**config.mk**
```make
export PLATFORM = sky130hd
export DESIGN_NAME = regfile_writeback_ctrl
export DESIGN_NICKNAME = d
export VERILOG_FILES = /design/src/rtl/regfile_writeback_ctrl_pkg.sv /design/src/rtl/regfile_writeback_ctrl_wb_fifo.sv /design/src/rtl/regfile_writeback_ctrl.sv
export SDC_FILE = /design/constraint.sdc
export NUM_CORES = 1
export LEC_CHECK = 0
export BUFFER_PORTS_ARGS = -buffer_cell sky130_fd_sc_hd__buf_2
export CAP_MARGIN = 20
export CORE_ASPECT_RATIO = 1.75
export CORE_UTILIZATION = 49
export DETAILED_ROUTE_END_ITERATION = 7
export MAX_ROUTING_LAYER = met4
export PLACE_DENSITY = 0.74
export SLEW_MARGIN = 20
export SYNTH_ARGS = -nofsm -noshare
export SYNTH_HDL_FRONTEND = slang
export SYNTH_SLANG_ARGS = --single-unit
```
**constraint.sdc**
```tcl
create_clock -name clk -period 2.49 [get_ports clk]
set_input_delay 0.3735 -clock clk [delete_from_list [all_inputs] [get_ports clk]]
set_output_delay 0.3735 -clock clk [all_outputs]
set_load 0.02 [all_outputs]
```
**src/rtl/regfile_writeback_ctrl_pkg.sv**
```systemverilog
// Shared types and constants for the register-file writeback path.
package regfile_writeback_ctrl_pkg;
    localparam int WB_XLEN = 32;

    localparam logic [4:0] REG_X0 = 5'd0;

    localparam logic [2:0] LOAD_LB  = 3'b000;
    localparam logic [2:0] LOAD_LH  = 3'b001;
    localparam logic [2:0] LOAD_LW  = 3'b010;
    localparam logic [2:0] LOAD_LBU = 3'b100;
    localparam logic [2:0] LOAD_LHU = 3'b101;

    typedef struct packed {
        logic [4:0]         rd;
        logic [WB_XLEN-1:0] data;
    } wb_entry_t;
endpackage

```
**src/rtl/regfile_writeback_ctrl_wb_fifo.sv**
```systemverilog
// Small synchronous FIFO of extracted load responses waiting for the write port.
module wb_fifo
    import regfile_writeback_ctrl_pkg::*;
#(
    parameter int DEPTH = 2,
    parameter int CW    = $clog2(DEPTH + 1)
) (
    input  logic          clk,
    input  logic          rst_n,
    input  logic          push,
    input  logic          pop,
    input  wb_entry_t     wr_entry,
    output wb_entry_t     head,
    output logic [CW-1:0] count
);
    localparam int AW = $clog2(DEPTH);

    wb_entry_t       mem [DEPTH];
    logic [AW-1:0]   wr_ptr;
    logic [AW-1:0]   rd_ptr;
    logic            do_push;
    logic            do_pop;

    // Guard against overflow/underflow even if the caller misbehaves.
    assign do_push = push && (count != CW'(DEPTH));
    assign do_pop  = pop && (count != '0);
    assign head    = mem[rd_ptr];

    always_ff @(posedge clk) begin
        if (do_push) mem[wr_ptr] <= wr_entry;
    end

    always_ff @(posedge clk or negedge rst_n) begin
        if (!rst_n) begin
            wr_ptr <= '0;
            rd_ptr <= '0;
            count  <= '0;
        end else begin
            if (do_push) wr_ptr <= wr_ptr + AW'(1);
            if (do_pop)  rd_ptr <= rd_ptr + AW'(1);
            case ({do_push, do_pop})
                2'b10:   count <= count + CW'(1);
                2'b01:   count <= count - CW'(1);
                default: count <= count;
            endcase
        end
    end
endmodule

```
**src/rtl/regfile_writeback_ctrl.sv**
```systemverilog
// Register-file write port: arbitrates ALU results against buffered load responses
// and tracks outstanding load destinations for decode hazard checks.
module regfile_writeback_ctrl
    import regfile_writeback_ctrl_pkg::*;
#(
    parameter int DEPTH = 2,
    parameter int XLEN  = 32
) (
    input  logic            clk,
    input  logic            rst_n,
    input  logic            alu_valid,
    input  logic [4:0]      alu_rd,
    input  logic [XLEN-1:0] alu_data,
    output logic            alu_stall,
    input  logic            ld_issue_valid,
    input  logic [4:0]      ld_issue_rd,
    input  logic            ld_valid,
    output logic            ld_ready,
    input  logic [4:0]      ld_rd,
    input  logic [XLEN-1:0] ld_data,
    input  logic [2:0]      ld_funct3,
    input  logic [1:0]      ld_offset,
    input  logic [4:0]      rs1,
    input  logic [4:0]      rs2,
    output logic            rs1_busy,
    output logic            rs2_busy,
    output logic            wen,
    output logic [4:0]      waddr,
    output logic [XLEN-1:0] wdata
);
    localparam int CW = $clog2(DEPTH + 1);

    logic [7:0]      byte_lane;
    logic [15:0]     half_lane;
    logic [XLEN-1:0] ld_ext;
    wb_entry_t       push_entry;
    wb_entry_t       head;
    logic [CW-1:0]   count;
    logic            full;
    logic            push;
    logic            pop;
    logic            sel_valid;
    logic [4:0]      sel_rd;
    logic [XLEN-1:0] sel_data;
    logic [31:0]     busy;
    logic [31:0]     busy_nxt;

    // Misaligned halfword (offset 3) just takes the upper half.
    assign byte_lane = ld_data[{ld_offset, 3'b000} +: 8];
    assign half_lane = ld_data[{ld_offset[1], 4'b0000} +: 16];

    always_comb begin
        ld_ext = ld_data;
        case (ld_funct3)
            LOAD_LB:  ld_ext = {{(XLEN-8){byte_lane[7]}}, byte_lane};
            LOAD_LH:  ld_ext = {{(XLEN-16){half_lane[15]}}, half_lane};
            LOAD_LW:  ld_ext = ld_data;
            LOAD_LBU: ld_ext = {{(XLEN-8){1'b0}}, byte_lane};
            LOAD_LHU: ld_ext = {{(XLEN-16){1'b0}}, half_lane};
            default:  ld_ext = ld_data;
        endcase
    end

    assign push_entry = '{rd: ld_rd, data: ld_ext};
    assign full       = (count == CW'(DEPTH));
    assign ld_ready   = !full;
    assign push       = ld_valid && ld_ready;
    assign alu_stall  = full;

    wb_fifo #(.DEPTH(DEPTH)) u_fifo (
        .clk      (clk),
        .rst_n    (rst_n),
        .push     (push),
        .pop      (pop),
        .wr_entry (push_entry),
        .head     (head),
        .count    (count)
    );

    // A full FIFO takes priority so load responses can never deadlock behind ALU traffic.
    always_comb begin
        sel_valid = 1'b0;
        sel_rd    = REG_X0;
        sel_data  = '0;
        pop       = 1'b0;
        if (full) begin
            pop       = 1'b1;
            sel_valid = 1'b1;
            sel_rd    = head.rd;
            sel_data  = head.data;
        end else if (alu_valid) begin
            sel_valid = 1'b1;
            sel_rd    = alu_rd;
            sel_data  = alu_data;
        end else if (count != '0) begin
            pop       = 1'b1;
            sel_valid = 1'b1;
            sel_rd    = head.rd;
            sel_data  = head.data;
        end
    end

    always_comb begin
        busy_nxt = busy;
        if (pop) busy_nxt[head.rd] = 1'b0;
        if (ld_issue_valid && ld_issue_rd != REG_X0) busy_nxt[ld_issue_rd] = 1'b1;
    end

    assign rs1_busy = busy[rs1];
    assign rs2_busy = busy[rs2];

    always_ff @(posedge clk or negedge rst_n) begin
        if (!rst_n) begin
            busy  <= '0;
            wen   <= 1'b0;
            waddr <= '0;
            wdata <= '0;
        end else begin
            busy  <= busy_nxt;
            wen   <= sel_valid && (sel_rd != REG_X0);
            waddr <= sel_rd;
            wdata <= sel_data;
        end
    end
endmodule

```
==> out/qor.yml <==
status: "complete, but fails checks"
violations: "negative hold slack"
cts_tree: "yes"
drc: 0
grt_max_degree: 38
cts-root-buf: "clkbuf_16"
cp.required_ns: 2.12
gr-total-overflow: 0
post_cts_buffers: 0
first_global_vias: 5484
start_util_pct: 49.9
path_class: "reg -> out"
yosys.area_share.adder_pct: 0.187
cts_hold_buf: 0
p_leak_nw: 3.60
fill_cells: 1119
h-tree-depth: 4
vias: 5222
fin_crit_ns: 2.25
io_buffers: 140
first_pass_iters: 5
skew_ns: 0.00947
grt_pass1_wl_mm: 29.3
gp_congestion: 1.02
rsz0062_at_grt: "no"
path_max_fanout: 3
drtAntennaViolNets: 0
synth_xor_area_share_pct: 0.656
setup_ws_ns: 0.239
whs_ns: -0.0122
dp_hpwl_mm: 15.3
multi_input_comb_area_um2: 2490
coreArea_um2: 13400
pwr_density_cell_nw_per_um2: 1170
setup_viol: 0
synth_top_area_share_pct: 33.3
worst_slew_pin_slew_ns: 0.677
row_count: 56
ys_seq_area_share_pct: 61.0
drt_wl_total_mm: 19.4
endpoint_kind: "primary output"
cts_resized: 0
ir_worst_vdd_mv: 0.597
yosysMostFrequentCell: "nand2_1"
yosysTopAreaCell: "edfxtp_1"
synth_flop_cell: "edfxtp_1"
syn_avg_cell_area_um2: 11.6
startpoint_type: "flip-flop"
yosys_warnings: 0
nets: 825
finalInstanceArea_um2: 8190
finalCritPeriodShare_pct: 90.4
final_layout_size_suffix_gt1_share_pct: 27.0
viasPerCell: 5.72
syn-cell-area_um2: 6680
fin_total_pwr_mw: 9.55
fp.dieH_um: 156
place_ws_ns: 0.286
cp.arrival_ns: 1.88
ys_types: 42
max-slew-margin-rel_pct: 54.9
post-route-util_pct: 61.2
drt_iter0_markers: 280
hp-class: "in -> async"
finalMaxSlewViolations: 0
synthArstFlopShare_pct: 50.0
ys_seq_elements: 148
max-cap-violations: 0
timing.fmax_ghz: 0.444
die_area_um2: 14100
die_x_um: 90.3
clockBufferDepth: 2
synth_area_leaders: "edfxtp_1 (33%), dfrtp_1 (28%), mux2i_1 (10%), o21ai_0 (7.1%), nand2_1 (6.0%)"
syn_nets: 678
yosys.area_share.simple_pct: 10.8
muxShareOfSynthArea_pct: 11.2
synth_top_family_by_area: "compound AO/OA/AOI/OAI gates"
io_pins: 141
finalSetupTns_ns: 0
register_area_um2: 4080
grt_usage_pct: 29.3
synth_compound_area_share_pct: 14.4
cts_buffers: 17
syn_to_final_growth_pct: 22.6
synth-edff-count: 74
dpl_cell_area_um2: 7620
clock_sinks: 148
hold_viol: 19
synth_top_cells_by_count: "nand2_1 (107), o21ai_0 (95), dfrtp_1 (74), edfxtp_1 (74), mux2i_1 (70)"
synthCells: 578
antenna_found_initial: 0
clk-insertion-delay-late_ns: 0.42
wl_per_cell_um: 21.3
cts.clk_slew.worst_paths_ns: 0.07
-- cells in the final DEF (no fill, tap or decap), types with 9 or more instances in the layout --
master and instances:
a21oi_1 12, buf_2 140, buf_4 13, clkbuf_16 17, dfrtp_1 73, edfxtp_1 74
mux2i_1 70, nand2_1 107, nand3_1 13, nor2_1 9, nor2b_1 9, o21ai_0 95
-- worst paths after layout --
kind / from / to / slack (ns) / cells past startpoint
max: busy[19]$_DFF_PN0_ / rs1_busy / 0.24 / 6
min: rst_n / wdata[23]$_DFF_PN0_ / -0.01 / 1
max reg2reg: u_fifo.count[0]$_DFFE_PN0P_ / busy[4]$_DFF_PN0_ / 0.50 / 7
min reg2reg: u_fifo.count[1]$_DFFE_PN0P_ / u_fifo.count[1]$_DFFE_PN0P_ / 0.48 / 1
max in group asynchronous: rst_n / busy[11]$_DFF_PN0_ / 1.73 / 2
min in group clk: alu_data[23] / wdata[23]$_DFF_PN0_ / 0.16 / 3
-- metal layers --
layer	share of wire [%]	GRT usage, %	vias to the layer above
li1	-	-	2429
met1	32	24.7	2546
met5	0	-	-
met2	58	57.2	192
met3	3.5	4.91	55
met4	6.3	20.0	0
-- report_power, final --
group          switching [mW]  internal [mW]  total, mW  leakage [nW]
logic                    1.95           1.09       3.04          1.73
registers               0.615           3.51       4.12          1.60
clock network            1.07           1.33       2.39         0.272
-- final cells by class --
class                      count  share of cell area, %
clock inverter                14                   1.62
clock buffer                  18                   5.24
antenna                        1                 0.0306
timing repair buffer         154                   9.99
multi-input combinational    399                   30.5
sequential                   148                   49.8
inverter                       5                  0.229
tap                          174                   2.66
-- per-stage QoR --
step | hold slack [ns] | instances
floorplan | 0.0779 | 578
global placement | 0.427 | 880
detailed placement | 0.447 | 880
CTS | 0.00425 | 912
global route | 0.0317 | 912
finish | -0.0122 | 913
-- cell families (layout without fill, tap and decap cells) --
kind of cell	Yosys count	in the layout
simple gates	163	163
compound gates	157	157
flops	148	148
mux	73	73
buf+inv	31	191
xor+xnor	5	5
fa+ha+maj	1	1
other cells	0	1
-- worst max-delay path, stage by stage (launching register included) --
cell and delay (ns):
dfrtp_1 0.45, mux2i_1 0.16, a22oi_1 0.10, nand4b_1 0.15
a21oi_1 0.05, a311o_1 0.37, buf_2 0.18
-- state kept, by name, indices dropped and copies added (netlist names) --
signal / count
wdata: 32
busy: 32
u_fifo.mem: 74
waddr: 5
u_fifo.count: 2
wen: 1
u_fifo.wr_ptr: 1
u_fifo.rd_ptr: 1
Power figures use the tool's default switching activity.
